### src/rtl/fetch_sequencer_pkg.sv
`default_nettype none
// ============================================================================
// Module      : fetch_sequencer_pkg
// Description : Shared opcode, fetch-state and branch-LUT definitions.
// Revision    : 1.0 - initial release
// ============================================================================
package fetch_sequencer_pkg;

   typedef enum logic [2:0] {
      ADD = 3'd0,
      AOL = 3'd1,
      CLR = 3'd2,
      BNE = 3'd3,
      LDR = 3'd4,
      STR = 3'd5,
      CMP = 3'd6,
      XOR = 3'd7
   } op_mne;

   typedef enum logic [1:0] {
      IDLE = 2'd0,
      RUN  = 2'd1,
      DONE = 2'd2
   } fetch_state_t;

   localparam int LUT_IDX_W = 4;
   localparam int LUT_DEPTH = 16;

endpackage
`default_nettype wire

### src/rtl/fetch_sequencer_branch_lut.sv
`default_nettype none
// ============================================================================
// Module      : fetch_sequencer_branch_lut
// Description : Branch-target table, LUT index to program-counter target.
// Revision    : 1.0 - initial release
// ============================================================================
module fetch_sequencer_branch_lut
   import fetch_sequencer_pkg::*;
#(
   parameter int PC_W = 10
) (
   input  logic [LUT_IDX_W-1:0] idx,
   output logic [PC_W-1:0]      target
);

   // Entries are tied to the program image loaded in the instruction ROM.
   always_comb begin
      target = '0;
      case (idx)
         LUT_IDX_W'(5):  target = PC_W'(0);
         LUT_IDX_W'(6):  target = PC_W'(1);
         LUT_IDX_W'(7):  target = PC_W'(2);
         LUT_IDX_W'(8):  target = PC_W'(4);
         LUT_IDX_W'(10): target = PC_W'(12);
         default:        target = '0;
      endcase
   end

endmodule
`default_nettype wire

### src/rtl/fetch_sequencer.sv
`default_nettype none
// ============================================================================
// Module      : fetch_sequencer
// Description : Instruction fetch stage: PC, IF/ID register, BNE redirect.
// Revision    : 1.0 - initial release
// ============================================================================
module fetch_sequencer
   import fetch_sequencer_pkg::*;
#(
   parameter int PC_W    = 10,
   parameter int INSTR_W = 9
) (
   input  logic               Clk,
   input  logic               Reset,
   input  logic               Start,
   input  logic [PC_W-1:0]    ProgLen,
   input  logic               Stall,
   input  logic               NeFlag,
   output logic [PC_W-1:0]    PC,
   input  logic [INSTR_W-1:0] Instr_in,
   output logic [INSTR_W-1:0] Instr_q,
   output logic [2:0]         Op,
   output logic               Valid,
   output logic               Busy,
   output logic               Done
);

   fetch_state_t         r_state;
   logic [PC_W-1:0]      r_pc;
   logic [PC_W-1:0]      r_len;
   logic [INSTR_W-1:0]   r_instr;
   logic                 r_valid;
   logic [PC_W-1:0]      w_target;
   logic                 w_taken;

   fetch_sequencer_branch_lut #(
      .PC_W (PC_W)
   ) u_branch_lut (
      .idx    (r_instr[LUT_IDX_W-1:0]),
      .target (w_target)
   );

   assign w_taken = r_valid & (op_mne'(r_instr[INSTR_W-1 -: 3]) == BNE) & NeFlag;

   always_ff @(posedge Clk) begin
      if (Reset) begin
         r_state <= IDLE;
         r_pc    <= '0;
         r_len   <= '0;
         r_instr <= '0;
         r_valid <= 1'b0;
      end else begin
         case (r_state)
            IDLE, DONE: begin
               r_valid <= 1'b0;
               if (Start) begin
                  r_pc    <= '0;
                  r_len   <= ProgLen;
                  r_state <= (ProgLen == '0) ? DONE : RUN;
               end
            end
            RUN: begin
               // A pending BNE is resolved before the end-of-program test so
               // that a loop-back on the final instruction keeps running.
               if (!Stall) begin
                  if (w_taken) begin
                     r_pc    <= w_target;
                     r_instr <= '0;
                     r_valid <= 1'b0;
                  end else if (r_pc < r_len) begin
                     r_instr <= Instr_in;
                     r_valid <= 1'b1;
                     r_pc    <= r_pc + PC_W'(1);
                  end else begin
                     r_valid <= 1'b0;
                     r_state <= DONE;
                  end
               end
            end
            default: begin
               r_state <= IDLE;
               r_valid <= 1'b0;
            end
         endcase
      end
   end

   assign PC      = r_pc;
   assign Instr_q = r_instr;
   assign Op      = r_instr[INSTR_W-1 -: 3];
   assign Valid   = r_valid;
   assign Busy    = (r_state == RUN);
   assign Done    = (r_state == DONE);

endmodule
`default_nettype wire
### config.mk
export PLATFORM = sky130hd
export DESIGN_NAME = fetch_sequencer
export DESIGN_NICKNAME = d
export VERILOG_FILES = /design/src/rtl/fetch_sequencer_pkg.sv /design/src/rtl/fetch_sequencer_branch_lut.sv /design/src/rtl/fetch_sequencer.sv
export SDC_FILE = /design/constraint.sdc
export NUM_CORES = 1
export LEC_CHECK = 0
export CAP_MARGIN = 5
export CORE_ASPECT_RATIO = 1.2
export CORE_MARGIN = 2
export CORE_UTILIZATION = 35
export CTS_CLUSTER_SIZE = 40
export DETAILED_ROUTE_END_ITERATION = 8
export GPL_TIMING_DRIVEN = 0
export PLACE_DENSITY_LB_ADDON = 0.12
export REMOVE_ABC_BUFFERS = 1
export SYNTH_ARGS = -nofsm -noshare
export SYNTH_HDL_FRONTEND = slang
export SYNTH_HIERARCHICAL = 1
export SYNTH_SLANG_ARGS = --single-unit
### constraint.sdc
create_clock -name Clk -period 2.6 [get_ports Clk]
set_clock_uncertainty 0.15 [all_clocks]
set_input_delay 0.65 -clock Clk [delete_from_list [all_inputs] [get_ports Clk]]
set_output_delay 0.65 -clock Clk [all_outputs]
set_load 0.005 [all_outputs]
# --- Word-level counts from Yosys, hierarchy flattened ---
# Index checks and enable logic that the tools add are counted.
op_classes:
  n_lt_le_gt_ge: 1
  bitwise_logic: 4
  eq_ne: 12
  div_mod_pow: 0
  n_reduce_logical: 10
  n_addsub: 1
  shift: 0
  muxes: 16
  n_mul: 0
ops:
  columns: ["op", "n"]
  rows:
  - ["$mux 10", 4]
  - ["$pmux 10 s2", 1]
  - ["$mux 9", 2]
  - ["$pmux 4 s4", 1]
  - ["$add 10x1->10 const B", 1]
  - ["$logic_not 10->1", 1]
  - ["$lt 10x10->1", 1]
  - ["$mux 2", 5]
  - ["$eq 4x3->1 const B", 2]
  - ["$eq 4x4->1 const B", 2]
  - ["$ne 2x2->1 const B", 4]
  - ["$reduce_and 4->1", 2]
  - ["$pmux 2 s2", 1]
  - ["$reduce_bool 2->1", 2]
  - ["$reduce_or 2->1", 2]
  - ["$eq 3x2->1 const B", 1]
  - ["$ne 3x1->1 const B", 1]
  - ["$reduce_and 3->1", 1]
  - ["$and 1x1->1", 2]
  - ["$eq 2x1->1 const B", 1]
  - ["$eq 2x2->1 const B", 1]
  - ["$logic_not 2->1", 1]
  - ["$mux 1", 2]
  - ["$not 1->1", 2]
  - ["$reduce_and 2->1", 1]
totals:
  latch_bits: 0
  romBits: 0
  n_memories: 0
  mem_bits_rw: 0
  ff_bits: 32

# --- Longest topological paths before layout ---
logic_depth:
  word_depth: 6
  mapped_depth: 10
  depth_no_buf: 8

# --- By module ---
# The synthesis kept the hierarchy.
modules_own_cells:
  columns: ["mod", "n_inst", "area_each_um2", "seq_area_each_um2", "cells_per_inst"]
  rows:
  - ["fetch_sequencer", 1, 1809.2, 640.6, 216]
  - ["fetch_sequencer_branch_lut", 1, 92.6, 0.0, 11]

# --- Worst setup path before layout ---
# No wires, ideal clock.
synth_path:
  path_kind: "register to register"
  startpoint: "register r_pc[3], in the netlist PC[3]"
  endpoint: "register r_pc[1], in the netlist PC[1]"
  stages_incl_launch_ff: 10
  required_ps: 2329
  period_less_slack_ps: 2316
  arrival_time_ps: 2045
  setup_ps: 121
  path_slack_ps: 284
  cell_sequence: "dfxtp_1 -> ha_1 -> a21o_1 -> a21oi_1 -> o311ai_1 -> or2_1 -> buf_6 -> a31o_1 -> buf_6 -> mux2_4"
synth_between:
  elab_chain_len: 3
synth_lines:
  columns: ["element", "line_no", "rtl"]
  rows:
  - ["start: declaration", "fetch_sequencer.sv:29", "logic [PC_W-1:0] r_pc;"]
  - ["start signal: assignment", "fetch_sequencer.sv:67", "r_pc <= w_target;"]
  - ["start signal: assignment", "fetch_sequencer.sv:73", "r_pc <= r_pc + PC_W'(1);"]
  - ["$lt 10x10->1", "fetch_sequencer.sv:70", "end else if (r_pc < r_len) begin"]
  - ["$ne 3x1->1 (no line)", null, null]
  - ["$reduce_and 4->1 (no line)", null, null]
# Every way passes these cells.
# A chain may end at the register's enable or synchronous reset.

# --- Worst setup path after layout ---
layout_path:
  startpoint: "register r_pc[8], in the netlist PC[8]"
  endpoint: "register r_pc[1], in the netlist PC[1]"
# Same word-level chain as after synthesis.

==> summary by stage <==
Cells and area
After routing the design area is roughly 2500 um^2. The layout-stage area growth over the synthesis result is 31.2%. The proportion of layout cells with a drive suffix above 1 is 0.117.

In the final layout, flip-flops and latches occupy ~640 um^2. The layout has 524 filler cells. The number of standard cells in the layout, taps in and fillers out is between 300 and 400.

The multi-input combinational cells in the finished layout cover a total of approximately 1100 um^2. The number of nets in the layout is 306. The number of antenna diodes in the final layout is 0.

Logic synthesis
Synthesis inferred 32 register bits. The count of unique library cells instantiated by Yosys is 55. Summing every instance area after synthesis gives 1900 um^2.

The instance count of the mapped netlist is 227. The Yosys step of the flow raised 6 warnings. The number of synthesized flops with an enable pin is 0. After synthesis, the share of flip-flops with an asynchronous set or reset is 0. Of the synthesized area, sequential elements account for 0.337.

A synthesized cell averages 8.38 um^2. For this run, the leading register cell type out of synthesis is sky130_fd_sc_hd__dfxtp_1.

Clock network
Clock tree synthesis selected as its root buffer the cell sky130_fd_sc_hd__clkbuf_8. The insertion delay to the later sink of the worst-skew pair is 0.28 ns. The tree built by TritonCTS fans out to 32 sinks. The TritonCTS clock tree is built.

The number of buffers inserted during clock tree synthesis is 5. The total of hold buffers inserted after clock tree synthesis is 0. In this run the deepest clock path goes through 2 buffers.

The clock tree synthesis step divided the H-tree into 2 levels. The clock-pin slew on the worst setup and hold paths is approximately 0.070 ns.

Timing
The final cycle utilization of the critical path is 0.935. Setup repair after global routing left no endpoint under its margin. The count of pins over their slew limit is 0. The final number of setup-violating endpoints is 0. Derived from the worst setup path, the maximum achievable clock frequency is 411 MHz.

The number of failing hold endpoints at the final stage came to 0. The routed design could run at a clock period as short as 2.43 ns.

GRT
The overall routing resource usage is 0.160. The maximum number of pins on one net before global-route repair is 21. The number of antenna violations at the first check in global routing is 0. The total congestion overflow after global routing is 0. The first-pass GRT wire length is about 7.7 mm. The via count of the first global-routing pass is approximately 1700.

Critical path
The worst endpoint required time is roughly 2.6 ns. In this run the worst setup path begins at PC[8]. The startpoint type of the worst setup path is a register.

STA puts the critical path data arrival time at roughly 2.5 ns. The internal reg-to-reg setup slack is 0.17 ns. The startpoint identified for the worst register-to-register timing path is PC[8]. In this run the worst path has a maximum fanout of 8. The critical path class is reg2reg. The critical path endpoint category is a register.

Die
The die span in x is between 70 and 80 um. The die outline height is roughly 85 um. The initial utilization of the core area, before any placement, comes to 0.361. The row count is 29.

The die covers between 6000 and 7000 um^2. The floorplan step defined a core boundary enclosing 5260 um^2. 49 I/O pins were placed.

Power
The combinational fraction of design power is 0.179. The net switching power is 0.296 mW. The power after layout is about 1.1 mW. The power density relative to cell area is 450 nW/um^2. Of the total power, registers draw 0.470. The clock share of power is 0.351.

Across the VDD grid, the largest voltage drop is about 0.22 mV. The design internal power is between 0.8 and 0.9 mW. The leakage power summed over all cells is approximately 0.93 nW. Of the total power, the share spent switching nets is 0.263.

Drt
After detailed routing, the total wire length is 4.60 mm. For this block, the via count after detailed routing is 1766. The initial DRC count is approximately 110. The first detailed-routing pass ran for 4 iterations. The post-route DRC violation count is 0. The detail route stage leaves a number of antenna-violating nets equal to 0. After detailed routing, the average wire length per cell comes to 13.7 um. The average via count per standard cell is 5.27.

Hold path
The worst hold path belongs to the class reg2reg. The worst hold path begins at r_len[7].

Placed design
The number of placed instances, taps included is 323. Summing all placed instances gives a cell area of ~2300 um^2. The total half-perimeter wirelength after legalization and detailed placement is 3.41 mm. The quantity of I/O buffers inserted on ports is between 40 and 50. The final weighted congestion in routability-driven placement is 0.781.

Run
The tool flagged a number of max-cap violations equal to 0.

Outcome
The run finished with clean final reports.
[sequential cells by signal, summed over array words and instances, names as in the netlist]
signal   cells
r_len       10
Valid        1
PC          10
r_state      2
Instr_q      9
[through the flow]
stage          worst slack, ns  utilization  hold slack, ns  setup TNS [ns]
2_1_floorplan            0.291            -           0.280               0
3_3_place_gp            -0.638        0.446           0.295           -8.81
3_5_place_dp            -0.628        0.446           0.298           -8.42
4_1_cts                 0.0119        0.464           0.307               0
5_1_grt                 0.0276        0.474           0.324               0
6_report                 0.169        0.474           0.303               0
[power by group through the flow]
stage / Sequential [mW] / Clock [mW] / Combinational (mW)
final: 0.527 / 0.395 / 0.201
after global routing: 0.531 / 0.428 / 0.224
after CTS: 0.528 / 0.409 / 0.197
after detailed placement: 0.539 / 0 / 0.196
after global placement: 0.538 / 0 / 0.197
after floorplan: 0.535 / 0 / 0.103
[critical path, stage by stage, from the launching register on]
cell,delay [ns]
sky130_fd_sc_hd__dfxtp_1,0.37
sky130_fd_sc_hd__ha_1,0.32
sky130_fd_sc_hd__nand4_1,0.17
sky130_fd_sc_hd__o311ai_2,0.43
sky130_fd_sc_hd__or2_1,0.28
sky130_fd_sc_hd__a31o_4,0.28
sky130_fd_sc_hd__mux2_4,0.31
[final timing paths]
check,cells after the start,to
worst max-delay path,6,PC[1]
worst min register to register,2,r_len[7]
worst max register to register,6,PC[1]
worst min-delay path,2,r_len[7]
[Yosys cell counts, types with 4 or more instances]
master,n,area [um^2]
sky130_fd_sc_hd__nor2_1,6,22.5
sky130_fd_sc_hd__nor3_1,9,45.0
sky130_fd_sc_hd__nand2_1,33,124
sky130_fd_sc_hd__clkbuf_1,5,18.8
sky130_fd_sc_hd__dfxtp_1,32,641
sky130_fd_sc_hd__nand4_1,4,25.0
sky130_fd_sc_hd__o21ai_0,6,30.0
sky130_fd_sc_hd__nand3_1,8,40.0
sky130_fd_sc_hd__ha_1,10,125
sky130_fd_sc_hd__a22o_1,9,78.8
sky130_fd_sc_hd__inv_1,13,48.8
sky130_fd_sc_hd__buf_4,9,67.6
sky130_fd_sc_hd__a21oi_1,19,95.1
[cell type report]
type                       instances  area share
tap                               62      0.0311
clock buffer                       8      0.0361
inverter                          14      0.0211
multi-input combinational        167       0.449
timing repair buffer              52       0.205
sequential                        32       0.257
[cells by family after synthesis]
group	count (synthesis)	synth area share
AOI/OAI and AO/OA	59	0.216
muxes	5	0.0316
and+or+nand+nor	85	0.241
adders and majority gates	10	0.0658
DFF	32	0.337
buffers and inverters	33	0.0967
xor gates and xnor gates	2	0.00921
other	1	0.00197
[metal layers]
layer / track usage / wire length (um) / vias up
met2: 0.263 / 2230 / 49
li1: - / - / 899
met3: 0.0384 / 225 / 9
met4: 0.0635 / 90 / 0
met5: 0 / 0 / -
met1: 0.198 / 2050 / 809
[what timing repair did]
action / CTS / global route
pin swaps: 0 / 1
resized for setup: 5 / 5
buffers inserted: 0 / 4
endpoints found under the setup margin: 13 / 18
endpoints found under the hold margin: 0 / 0
[cell usage in the layout, fill, tap and decap left out, types with 4 or more instances in the layout]
master                            Yosys  routed
sky130_fd_sc_hd__clkdlybuf4s50_1      0      47
sky130_fd_sc_hd__nand2_1             33      33
sky130_fd_sc_hd__dfxtp_1             32      31
sky130_fd_sc_hd__a21oi_1             19      19
sky130_fd_sc_hd__inv_1               13      13
sky130_fd_sc_hd__ha_1                10      10
sky130_fd_sc_hd__a22o_1               9       9
sky130_fd_sc_hd__nand3_1              8       8
sky130_fd_sc_hd__nor3_1               9       8
sky130_fd_sc_hd__o21ai_0              6       6
sky130_fd_sc_hd__nor2_1               6       6
sky130_fd_sc_hd__clkbuf_8             0       6
sky130_fd_sc_hd__conb_1               1       6
sky130_fd_sc_hd__nand4_1              4       4
sky130_fd_sc_hd__buf_4                9       4
(Power assumes the default switching activity.)
